--- config.mk ---
export PLATFORM = sky130hd
export DESIGN_NAME = sw_btn_ctrl
export DESIGN_NICKNAME = d
export VERILOG_FILES = /design/src/rtl/sw_btn_ctrl.sv
export SDC_FILE = /design/constraint.sdc
export NUM_CORES = 1
export LEC_CHECK = 0
export BUFFER_PORTS_ARGS = -buffer_cell sky130_fd_sc_hd__buf_2
export CORE_MARGIN = 5
export CORE_UTILIZATION = 50
export CTS_CLUSTER_DIAMETER = 80
export CTS_CLUSTER_SIZE = 8
export DETAILED_ROUTE_END_ITERATION = 7
export PLACE_DENSITY = 0.76
export SYNTH_ARGS = -nofsm -noshare
export SYNTH_HDL_FRONTEND = slang
export SYNTH_SLANG_ARGS = --single-unit
--- constraint.sdc ---
create_clock -name clk -period 2.15 [get_ports clk]
set_input_delay 0.1075 -clock clk [delete_from_list [all_inputs] [get_ports clk]]
set_output_delay 0.1075 -clock clk [all_outputs]
set_load 0.03 [all_outputs]
--- src/rtl/sw_btn_ctrl.sv ---
// Board switch/button input controller: 2-FF synchronisers, tick-sampled debounce,
// sticky W1C press/change events, CPU-readable STATUS/VALUE and a level irq.
module sw_btn_ctrl #(
  parameter int unsigned DEB_CNT = 500000,
  parameter int unsigned STABLE  = 3
) (
  input  logic        clk,
  input  logic        rst_n,
  input  logic [3:0]  btn_raw,
  input  logic [7:0]  sw_raw,
  input  logic        io_sel,
  input  logic        io_we,
  input  logic        io_addr,
  input  logic [31:0] data_in,
  output logic [31:0] data_out,
  output logic [3:0]  btn,
  output logic [7:0]  sw,
  output logic        irq
);

  localparam int unsigned NB      = 12;
  localparam logic [19:0] PRE_MAX = 20'(DEB_CNT - 1);
  localparam logic [2:0]  CNT_MAX = 3'(STABLE - 1);

  logic [NB-1:0] raw_all;
  logic [NB-1:0] sync1;
  logic [NB-1:0] sync2;
  logic [19:0]   pre_cnt;
  logic          tick;
  logic [2:0]    deb_cnt [NB];
  logic [NB-1:0] clean;
  logic [NB-1:0] clean_prev;

  logic [3:0]    btn_evt;
  logic [7:0]    sw_evt;
  logic          irq_en;

  logic          wr_status;
  logic          rd_strobe;
  logic [3:0]    btn_set;
  logic [3:0]    btn_clr;
  logic [7:0]    sw_set;
  logic [7:0]    sw_clr;
  logic [31:0]   rd_word;

  // Buttons occupy the upper nibble of the combined vector, switches the low byte.
  always_comb begin
    raw_all = {btn_raw, sw_raw};
  end

  always_ff @(posedge clk or negedge rst_n) begin
    if (!rst_n) begin
      sync1 <= '0;
      sync2 <= '0;
    end else begin
      sync1 <= raw_all;
      sync2 <= sync1;
    end
  end

  always_comb begin
    tick = (pre_cnt == PRE_MAX);
  end

  always_ff @(posedge clk or negedge rst_n) begin
    if (!rst_n) begin
      pre_cnt <= '0;
    end else if (tick) begin
      pre_cnt <= '0;
    end else begin
      pre_cnt <= pre_cnt + 20'd1;
    end
  end

  // A level is accepted only after STABLE consecutive disagreeing ticks.
  always_ff @(posedge clk or negedge rst_n) begin
    if (!rst_n) begin
      for (int unsigned i = 0; i < NB; i++) begin
        deb_cnt[i] <= '0;
      end
      clean <= '0;
    end else if (tick) begin
      for (int unsigned i = 0; i < NB; i++) begin
        if (sync2[i] == clean[i]) begin
          deb_cnt[i] <= '0;
        end else if (deb_cnt[i] == CNT_MAX) begin
          clean[i]   <= sync2[i];
          deb_cnt[i] <= '0;
        end else begin
          deb_cnt[i] <= deb_cnt[i] + 3'd1;
        end
      end
    end
  end

  always_comb begin
    btn = clean[11:8];
    sw  = clean[7:0];
  end

  always_ff @(posedge clk or negedge rst_n) begin
    if (!rst_n) begin
      clean_prev <= '0;
    end else begin
      clean_prev <= clean;
    end
  end

  always_comb begin
    wr_status = io_sel & io_we & ~io_addr;
    rd_strobe = io_sel & ~io_we;
    btn_set   = clean[11:8] & ~clean_prev[11:8];
    sw_set    = clean[7:0] ^ clean_prev[7:0];
    btn_clr   = '0;
    sw_clr    = '0;
    if (wr_status) begin
      btn_clr = data_in[3:0];
      sw_clr  = data_in[11:4];
    end
  end

  // Set is OR-ed in after the clear so a colliding event is never lost.
  always_ff @(posedge clk or negedge rst_n) begin
    if (!rst_n) begin
      btn_evt <= '0;
      sw_evt  <= '0;
      irq_en  <= 1'b0;
    end else begin
      btn_evt <= (btn_evt & ~btn_clr) | btn_set;
      sw_evt  <= (sw_evt & ~sw_clr) | sw_set;
      if (wr_status) begin
        irq_en <= data_in[12];
      end
    end
  end

  always_comb begin
    rd_word = '0;
    if (io_addr) begin
      rd_word = {20'h0, clean[11:8], clean[7:0]};
    end else begin
      rd_word = {19'h0, irq_en, sw_evt, btn_evt};
    end
  end

  always_ff @(posedge clk or negedge rst_n) begin
    if (!rst_n) begin
      data_out <= '0;
    end else if (rd_strobe) begin
      data_out <= rd_word;
    end
  end

  always_ff @(posedge clk or negedge rst_n) begin
    if (!rst_n) begin
      irq <= 1'b0;
    end else begin
      irq <= irq_en & ((|btn_evt) | (|sw_evt));
    end
  end

endmodule

==> metrics.md, run 1 <==
| Metric | Value |
|---|---|
| Die H | 117 um |
| Hpwl dp | 7940 um |
| Reg2reg setup slack | 190 ps |
| HP Class | primary input to flip-flop |
| # diodes | 0 |
| Dominant synthesized flop cell | dfrtp_1 |
| Number of antenna violations at the first check in global routing | 0 |
| Sink Count | 131 |
| Commonest non-fill, non-tap cell in the layout | dfrtp_1 |
| Row Count | 39 |
| Final hold viol count | 0 |
| Mapped Cells | 529 |
| Post-place setup slack | 138 ps |
| CP startpoint kind | flip-flop |
| Core footprint | 0.0113 mm^2 |
| Pleak | 3.20 nW |
| Die span in x | 117 um |
| Via density | 5.52 |
| Initial Utilization | 0.508 |
| Synth area leader | dfrtp_1 |
| MaxCap Viol Count | 0 |
| Placed cell count | 715 |
| Placed cell area | 0.00617 mm^2 |
| Clock Latency Late Sink | 410 ps |
| Seq/Total Area, Yosys | 0.570 |
| Outcome | finished clean |
| Die area | 0.0137 mm^2 |
| DR vias | 4252 |
| Mapped Avg Cell Area | 10.9 um^2 |
| WHS | 12.8 ps |
| Top post-synthesis cells by area | dfrtp_1, nand2_1, xnor2_1 |
| Max clock buf depth | 2 |
| GRT Residual Overflow | 0 |
| H-tree depth | 4 |
| DR pass1 iterations | 4 |
| Async S/R FF share, synth | 1.00 |
| Post-CTS setup buffer count | 0 |
| Unique masters post-synth | 45 |
| Clk slew on worst S/H paths | 50 ps |
| Max-slew violations | 0 |
| Worst hold endpoint | btn_evt[2] |
| CP startpoint | pre_cnt[0] |
| Hold-critical path depth | 4 |
| Worst r2r path cells | 6 |
| Final nets | 666 |
| Vias in the first global route | 4311 |
| Number of synthesized flops with an enable pin | 0 |
| GRT Util Overall | 0.188 |
| Fin crit share | 0.913 |
| Synth warn | 0 |
| Hold Crit Start | data_in[2] |
| Most frequent cells in the layout | dfrtp_1, nand2_1, buf_2 |
| I/O pin count | 94 |
| R2r endpoint | clean[3] |
| Pwr dens | 824 mW/mm^2 |
| Slew headroom | 0.457 |
| Skew final | 9.04 ps |
| Min Clock Period, post-route | 1960 ps |
| Max Clk Rate | 510 MHz |
| Number of port buffers | 55 |
| Critical Path AT | 2250 ps |
| Largest net degree at the start of global routing | 50 |
| Share of cells above drive strength 1 | 0.167 |
| First-pass GRT wire length | 20100 um |
| Crit Reg-Reg Startpoint | pre_cnt[0] |
| Peak VDD IR | 0.000549 V |
| Layout Area Growth over Synthesis | 22.1% |
| Root Buffer | clkbuf_16 |
| Antenna Nets Post-Route | 0 |
| Slew at the pin closest to its max-slew limit | 814 ps |
| Final instance area | 0.00702 mm^2 |
| Post-Syn Area | 0.00575 mm^2 |
| Post-route DRC | 0 |
| RD Place Congestion | 0.796 |
| Final Setup Violations | 0 |
| 1st-iter DRT viols | 296 |
| Crit Path Category | flip-flop to flip-flop |
| Routed WL per cell | 15.8 um |
| Critical Path RT | 2440 ps |
| Finished Layout Cells | 770 |
| Seq cells post-synth | 131 |
| RSZ-0062 raised after global routing | no |
| Critical path capture point type | flip-flop |
| CTS tree | built |
| Post-synth top area share | 0.570 |
| Setup ws final | 188 ps |
| Setup TNS | 0 ps |
| CP max FO | 48 |
| Num CTS Buffers | 17 |
| Routed Wire Length | 12200 um |
## area by class of cell
cell class | count | area (um^2)
fill | 902 | 4300
timing repair buffer | 91 | 661
inverter | 6 | 22.5
sequential | 131 | 3280
clock inverter | 5 | 103
tap | 143 | 179
multi-input combinational | 369 | 2310
clock buffer | 25 | 465
## synthesized netlist by cell type, types with 14 or more instances
cell type and n:
nor2_1 15, nor4_1 20, buf_4 19, xor2_1 14, dfrtp_1 131, nand2_1 74
nand2b_1 14, nand4_1 18, xnor2_1 28, o21ai_0 48, clkbuf_1 17, o31ai_1 14
## layer usage
metal	share of wire	global-route usage
met5	0	0
met4	0.013	0.0780
met3	0.056	0.0535
met2	0.50	0.308
met1	0.43	0.235
## cell families (layout without fill, tap and decap cells)
kind of cell	Yosys count	count (layout)	synth area share
AOI/OAI and AO/OA	94	94	0.0980
other	1	19	0.000653
xor gates and xnor gates	42	42	0.0640
DFF	131	131	0.570
adders and majority gates	1	1	0.00218
buffers and inverters	47	127	0.0449
and+or+nand+nor	188	188	0.174
muxes	25	25	0.0462
## what timing repair did
item / CTS / global route
gates resized for setup: 0 / 6
hold buffers: 25 / 0
setup endpoints to repair: 0 / 7
endpoints found under the hold margin: 69 / 0
## how the worst max path moves through the flow
| stage | end | slack [ps] | cells past startpoint |
|---|---|---|---|
| floorplan | clean[0] | 250 | 6 |
| global placement | clean[10] | 230 | 6 |
| detailed placement | clean[10] | 140 | 6 |
| CTS | clean[10] | 120 | 6 |
| global route | clean[1] | 20 | 6 |
| finish | clean[3] | 190 | 6 |
## per-stage QoR
step	total power, mW	utilization
after global routing	6.01	0.620
final	5.78	0.620
after global placement	2.98	0.545
after detailed placement	2.99	0.545
after CTS	5.83	0.617
after floorplan	2.86	-
## report_power, final
part	leakage (nW)	switching [mW]	internal, mW
sequential	1.74	0.0448	2.55
clock	0.271	0.961	1.84
combinational	1.19	0.264	0.125
## state kept, by name, indices dropped and copies added (netlist names)
register    count
sw_evt          8
irq             1
sync2          12
data_out       13
deb_cnt        36
irq_en          1
clean_prev     12
btn_evt         4
clean          12
pre_cnt        20
sync1          12
## critical path, stage by stage, from the launching register on
cell,delay [ps]
dfrtp_1,400
ha_2,240
and4_1,240
nand2_1,100
buf_12,190
nor4_1,290
mux2_1,360
Note: power is estimated with default switching activity, not from simulation.
==> inputs of run 2 (changes only) <==
--- a/config.mk
+++ b/config.mk
@@ -5,13 +5,15 @@
 export SDC_FILE = /design/constraint.sdc
 export NUM_CORES = 1
 export LEC_CHECK = 0
+export ABC_AREA = 1
 export BUFFER_PORTS_ARGS = -buffer_cell sky130_fd_sc_hd__buf_2
 export CORE_MARGIN = 5
 export CORE_UTILIZATION = 50
 export CTS_CLUSTER_DIAMETER = 80
 export CTS_CLUSTER_SIZE = 8
 export DETAILED_ROUTE_END_ITERATION = 7
-export PLACE_DENSITY = 0.76
+export PLACE_DENSITY = 0.75
+export SLEW_MARGIN = 20
 export SYNTH_ARGS = -nofsm -noshare
 export SYNTH_HDL_FRONTEND = slang
 export SYNTH_SLANG_ARGS = --single-unit
==> metrics.md, run 2 <==
| Metric | Value |
|---|---|
| Commonest non-fill, non-tap cell in the layout | nand2_1 |
| GR Util met3 | 0.0508 (-0.00265) |
| Number of flip-flops in the largest register | 36 (unchanged) |
| WHS | 8.79 ps (-4.01 ps) |
| Via density | 5.07 (-8.1%) |
| Clk slew on worst S/H paths | 60 ps (about the same) |
| Reg2reg setup slack | 310 ps (+130 ps) |
| Post-Synth XOR/XNOR Area | 0.0564 (-0.00759) |
| Post-synth top area share | 0.528 (-0.0425) |
| DR vias | 4967 (+17%) |
| Fin crit share | 0.854 (-0.0585) |
| Slew at the pin closest to its max-slew limit | 543 ps (-271 ps) |
| RD Place Congestion | 0.858 (+7.9%) |
| RSZ-0062 raised after global routing | no |
| Mapped Cells | 713 (+35%) |
| Worst hold endpoint | btn_evt[3] |
| Placed cell count | 926 (+30%) |
| Synth area leader | dfrtp_1 |
| Pleak | 3.65 nW (+14%) |
| Skew final | 7.63 ps (-1.42 ps) |
| Synth warn | 0 (unchanged) |
| Die area | 0.0147 mm^2 (+7.4%) |
| Top post-synthesis cells by area | dfrtp_1, nand2_1, nand3_1 |
| Layout Area Growth over Synthesis | 19.1% |
| Vias in the first global route | 4944 (+15%) |
| Sw Ratio | 0.239 (+0.0192) |
| Max-slew violations | 0 (unchanged) |
| Seq cells post-synth | 131 (unchanged) |
| Crit Path Category | flip-flop to flip-flop |
| Number of antenna violations at the first check in global routing | 0 (unchanged) |
| CP startpoint kind | flip-flop |
| Max clock buf depth | 2 (unchanged) |
| Critical Path AT | 2160 ps (-90 ps) |
| CTS tree | built |
| R2r endpoint | deb_cnt[3] |
| Num CTS Buffers | 17 (unchanged) |
| Final nets | 848 (+27%) |
| Sink Count | 131 (unchanged) |
| Clock Latency Late Sink | 420 ps (about the same) |
| Slew headroom | 0.638 (+0.181) |
| Routed WL per cell | 13.7 um (-13%) |
| Post-synthesis compound-gate area fraction | 0.0677 (-0.0303) |
| Adder-cell share of the synthesized area | 0.00201 (-0.000162) |
| Async S/R FF share, synth | 1.00 (unchanged) |
| First-pass GRT wire length | 22800 um (+13%) |
| Finished Layout Cells | 979 (+27%) |
| Resized cells post-CTS | 0 (unchanged) |
| I/O pin count | 94 (unchanged) |
| Core footprint | 0.0121 mm^2 (+7.0%) |
| Met2 usage | 0.334 (+0.0263) |
| Min Clock Period, post-route | 1840 ps (-126 ps) |
| Crit Reg-Reg Startpoint | pre_cnt[0] |
| Final Setup Violations | 0 (unchanged) |
| Hold-critical path depth | 4 (unchanged) |
| Post-synth top cells | nand2_1, dfrtp_1, inv_1, nor2_1, nand3_1 |
| Dominant synthesized flop cell | dfrtp_1 |
| Main combinational cell family by area after synthesis | simple AND/OR/NAND/NOR gates |
| Antenna Nets Post-Route | 0 (unchanged) |
| Peak VDD IR | 0.000516 V (-6.1%) |
| Max Clk Rate | 545 MHz (+6.8%) |
| Mux contribution to synthesized area | 0.00181 (-0.0443) |
| Post-Syn Area | 0.00621 mm^2 (+8.1%) |
| DR pass1 iterations | 5 (+1) |
| CP max FO | 17 (-65%) |
| Clk pwr share | 0.493 (+0.009) |
| # diodes | 0 (unchanged) |
| Largest net degree at the start of global routing | 69 (+38%) |
| Die H | 121 um (+3.6%) |
| Post-place setup slack | 304 ps (+166 ps) |
| Most frequent cells in the layout | nand2_1, dfrtp_1, inv_1, nor2_1, buf_2 |
| Hpwl dp | 9130 um (+15%) |
| MaxCap Viol Count | 0 (unchanged) |
| Outcome | finished clean |
| Number of port buffers | 55 (unchanged) |
| GRT Util Overall | 0.195 (+0.00685) |
| Biggest registers after layout | deb_cnt (36), pre_cnt (20), data_out (13) |
| Seq/Total Area, Yosys | 0.528 (-0.0425) |
| Fill cells | 1010 (+12%) |
| Initial Utilization | 0.513 (+0.00508) |
| Final hold viol count | 0 (unchanged) |
| Pwr dens | 801 mW/mm^2 (-2.7%) |
| Biggest register | deb_cnt |
| Final instance area | 0.00739 mm^2 (+5.4%) |
| H-tree depth | 4 (unchanged) |
| Critical Path RT | 2480 ps (+40 ps) |
| Most frequent cell after synthesis | nand2_1 |
| GRT Residual Overflow | 0 (unchanged) |
| Number of synthesized flops with an enable pin | 0 (unchanged) |
| Unique masters post-synth | 35 (-22%) |
| Routed Wire Length | 13400 um (+10%) |
| Simple-Gate Fraction of Synth Area | 0.257 (+0.0834) |
| Placed cell area | 0.00658 mm^2 (+6.7%) |
| Post-route DRC | 0 (unchanged) |
| Hold Crit Start | data_in[3] |
| Row Count | 40 (+2.6%) |
| Root Buffer | clkbuf_16 |
| HP Class | primary input to flip-flop |
| Die span in x | 121 um (+3.6%) |
| Sequential power share | 0.438 (-0.010) |
| Busiest grt layer | met2 |
| Setup ws final | 313 ps (+126 ps) |
| Share of cells above drive strength 1 | 0.168 (+0.000230) |
| Logic pwr share | 0.069 (+0.002) |
| 1st-iter DRT viols | 440 (+49%) |
| Psw | 1.42 mW (+11%) |
| Worst r2r path cells | 8 (+2) |
| Critical path capture point type | flip-flop |
| Setup TNS | 0 ps (unchanged) |
| Internal power | 4.51 mW (about the same) |
| M1 GR Usage | 0.231 (-0.00427) |
| Mapped Avg Cell Area | 8.71 um^2 (-20%) |
==> run 2: worst max-delay path by stage <==
stage | end | from | slack (ps) | cells after the start
floorplan | deb_cnt[23] | pre_cnt[0] | 700 | 9
global placement | deb_cnt[32] | pre_cnt[0] | 410 | 9
detailed placement | deb_cnt[3] | pre_cnt[0] | 300 | 8
CTS | deb_cnt[3] | pre_cnt[0] | 290 | 8
global route | deb_cnt[3] | pre_cnt[0] | 220 | 8
finish | deb_cnt[3] | pre_cnt[0] | 310 | 8
==> run 2: worst max-delay path: stages (launching register included) <==
cell and delay (ps):
dfrtp_1 370, ha_1 220, nand2_2 100, nor2_4 140
inv_2 80, nor2_2 120, nand3_2 260, buf_12 270
o21ai_0 190
==> run 2: cell type report <==
| class | count | area [um^2] | area share |
|---|---|---|---|
| sequential | 131 | 3280 | 0.443 |
| multi-input combinational | 493 | 2460 | 0.333 |
| timing repair buffer | 84 | 573 | 0.0775 |
| clock buffer | 18 | 429 | 0.0580 |
| inverter | 71 | 267 | 0.0360 |
| tap | 168 | 210 | 0.0284 |
| clock inverter | 14 | 174 | 0.0235 |
==> run 2: cells by family after synthesis <==
logic type	after synthesis
AOI/OAI and AO/OA	71
xor gates and xnor gates	40
adders and majority gates	1
buffers and inverters	107
DFF	131
muxes	1
other	1
and+or+nand+nor	361
==> run 2: timing repair <==
item,in CTS,in global routing
endpoints found under the hold margin,59,0
hold buffers,21,0
endpoints found under the setup margin,0,0
setup buffers,0,0
==> run 2: power groups by stage <==
stage | clock network, mW | logic [mW] | registers (mW)
5_1_grt | 3.09 | 0.446 | 2.60
2_1_floorplan | 0 | 0.167 | 2.72
4_1_cts | 2.97 | 0.412 | 2.60
3_3_place_gp | 0 | 0.374 | 2.63
3_5_place_dp | 0 | 0.379 | 2.64
6_report | 2.92 | 0.408 | 2.60
==> run 2: stage by stage <==
step | total power, mW | utilization
after floorplan | 2.88 | -
after global placement | 3.01 | 0.543
after detailed placement | 3.02 | 0.543
after CTS | 5.98 | 0.610
after global routing | 6.14 | 0.610
final | 5.92 | 0.610
==> run 2: routing by layer <==
| metal | vias to the layer above | share of wire | wire (um) |
|---|---|---|---|
| met1 | 2373 | 0.42 | 5570 |
| met2 | 160 | 0.50 | 6700 |
| met3 | 26 | 0.063 | 844 |
| met4 | 0 | 0.022 | 289 |
| li1 | 2408 | - | - |
| met5 | - | 0 | 0 |
==> inputs of run 3 (changes only) <==
--- a/config.mk
+++ b/config.mk
@@ -12,7 +12,7 @@
 export CTS_CLUSTER_DIAMETER = 80
 export CTS_CLUSTER_SIZE = 8
 export DETAILED_ROUTE_END_ITERATION = 7
-export PLACE_DENSITY = 0.75
+export PLACE_DENSITY = 0.71
 export SLEW_MARGIN = 20
 export SYNTH_ARGS = -nofsm -noshare
 export SYNTH_HDL_FRONTEND = slang
==> metrics.md, run 3 (synthesized netlist as in run 2, its figures left out) <==
| Metric | Value |
|---|---|
| # diodes | 0 (unchanged) |
| Outcome | finished clean |
| Largest net degree at the start of global routing | 45 (-35%) |
| CP startpoint kind | flip-flop |
| Max Clk Rate | 581 MHz (+6.7%) |
| Clk slew on worst S/H paths | 50 ps (about the same) |
| Slew at the pin closest to its max-slew limit | 552 ps (+8.90 ps) |
| Row Count | 40 (unchanged) |
| Biggest register | deb_cnt |
| Routed WL per cell | 13.7 um (about the same) |
| Commonest non-fill, non-tap cell in the layout | nand2_1 |
| Layout Area Growth over Synthesis | 20.1% |
| Max-slew violations | 0 (unchanged) |
| Die area | 0.0147 mm^2 (unchanged) |
| Hpwl dp | 9010 um (-1.3%) |
| Initial Utilization | 0.513 (unchanged) |
| CP max FO | 22 (+5) |
| Pwr Total | 6.24 mW (+5.3%) |
| GRT Residual Overflow | 0 (unchanged) |
| Skew final | 6.60 ps (-1.02 ps) |
| H-tree depth | 4 (unchanged) |
| Slew headroom | 0.632 (-0.00594) |
| Via density | 5.01 (-1.2%) |
| Final Setup Violations | 0 (unchanged) |
| Share of cells above drive strength 1 | 0.169 (+0.00103) |
| Slowest cell on the critical path | dfrtp_1 |
| Core footprint | 0.0121 mm^2 (unchanged) |
| DR pass1 iterations | 7 (+2) |
| Root Buffer | clkbuf_16 |
| Die span in x | 121 um (unchanged) |
| Number of flip-flops in the largest register | 36 (unchanged) |
| CTS tree | built |
| 1st-iter DRT viols | 426 (-3.2%) |
| I/O pin count | 94 (unchanged) |
| Setup TNS | 0 ps (unchanged) |
| GRT Util Overall | 0.192 (-0.00281) |
| RD Place Congestion | 0.914 (+6.5%) |
| CP cell instances | ha_1 -> nand2_2 -> nor2_4 -> inv_2 -> nor2_2 -> nand3_2 -> buf_4 -> inv_1 -> nor2_1 |
| Number of antenna violations at the first check in global routing | 0 (unchanged) |
| Final instance area | 0.00746 mm^2 (+0.85%) |
| HP Class | primary input to flip-flop |
| RSZ-0062 raised after global routing | no |
| Post-route DRC | 0 (unchanged) |
| Most frequent cells in the layout | nand2_1, dfrtp_1, inv_1, nor2_1, buf_2 |
| WHS | 13.1 ps (+4.31 ps) |
| Hold_buf cts | 21 (unchanged) |
| Placed cell area | 0.00658 mm^2 (about the same) |
| Number of port buffers | 55 (unchanged) |
| Peak VDD IR | 0.000508 V (-1.4%) |
| Crit Path Category | flip-flop to flip-flop |
| Min Clock Period, post-route | 1720 ps (-115 ps) |
| Sink Count | 131 (unchanged) |
| Vias in the first global route | 4828 (-2.3%) |
| Fin crit share | 0.801 (-0.0537) |
| Resized cells post-CTS | 0 (unchanged) |
| MaxCap Viol Count | 0 (unchanged) |
| First-pass GRT wire length | 22500 um (-1.2%) |
| Critical Path RT | 2460 ps (-20 ps) |
| Num CTS Buffers | 17 (unchanged) |
| Pleak | 3.70 nW (+1.2%) |
| Critical Path AT | 2030 ps (-130 ps) |
| Critical path capture point type | flip-flop |
| Clock Latency Late Sink | 420 ps (about the same) |
| DR vias | 4912 (-1.1%) |
| Final hold viol count | 0 (unchanged) |
| Crit path largest cell delay | 370 ps (about the same) |
| Pwr dens | 837 mW/mm^2 (+4.5%) |
| Antenna Nets Post-Route | 0 (unchanged) |
| Biggest registers after layout | deb_cnt (36), pre_cnt (20), data_out (13) |
| Routed Wire Length | 13400 um (+0.19%) |
| Max clock buf depth | 2 (unchanged) |
| Post-CTS setup buffer count | 0 (unchanged) |
| Final nets | 849 (+0.12%) |
| Die H | 121 um (unchanged) |
## run 3: layer usage
layer,routed length [um],up-vias,track usage
met5,0,-,0
met4,180,0,0.0721
met3,837,19,0.0550
met2,6410,159,0.310
met1,6000,2326,0.245
li1,-,2408,-
## run 3: final cells by class
type / count / area [um^2]
fillers: 979 / 4660
flip-flops and latches: 131 / 3280
multi-input cells: 493 / 2460
repair buffers: 85 / 568
clock buffers: 23 / 498
inverters: 71 / 267
well taps: 168 / 210
clock inverters: 9 / 173
## run 3: stage by stage
stage,util,instances,worst slack (ps)
2_1_floorplan,-,731,705
3_3_place_gp,0.543,927,507
3_5_place_dp,0.543,927,446
4_1_cts,0.616,980,426
5_1_grt,0.616,980,249
6_report,0.616,980,429
## run 3: power by group
group	switching, mW	leakage (nW)	internal (mW)	total, mW
clock network	1.03	0.329	2.21	3.24
logic	0.278	1.64	0.131	0.409
registers	0.0478	1.73	2.55	2.60
## run 3: critical path, delay by kind of cell, from the launching register on
kind,cells,cell delay [ps]
adders and majority gates,1,220
DFF,1,370
buffers and inverters,3,470
and+or+nand+nor,5,550
## run 3: final timing paths
check,to,start,depth (start not counted),slack (ps)
setup / recovery,pre_cnt[16],pre_cnt[0],9,430
hold / removal,sw_evt[7],data_in[11],4,10
setup reg to reg,pre_cnt[16],pre_cnt[0],9,430
hold reg to reg,sync2[3],sync1[3],0,340
max in group asynchronous,sync2[5],rst_n,3,1200
min in group asynchronous,clean[11],rst_n,2,220
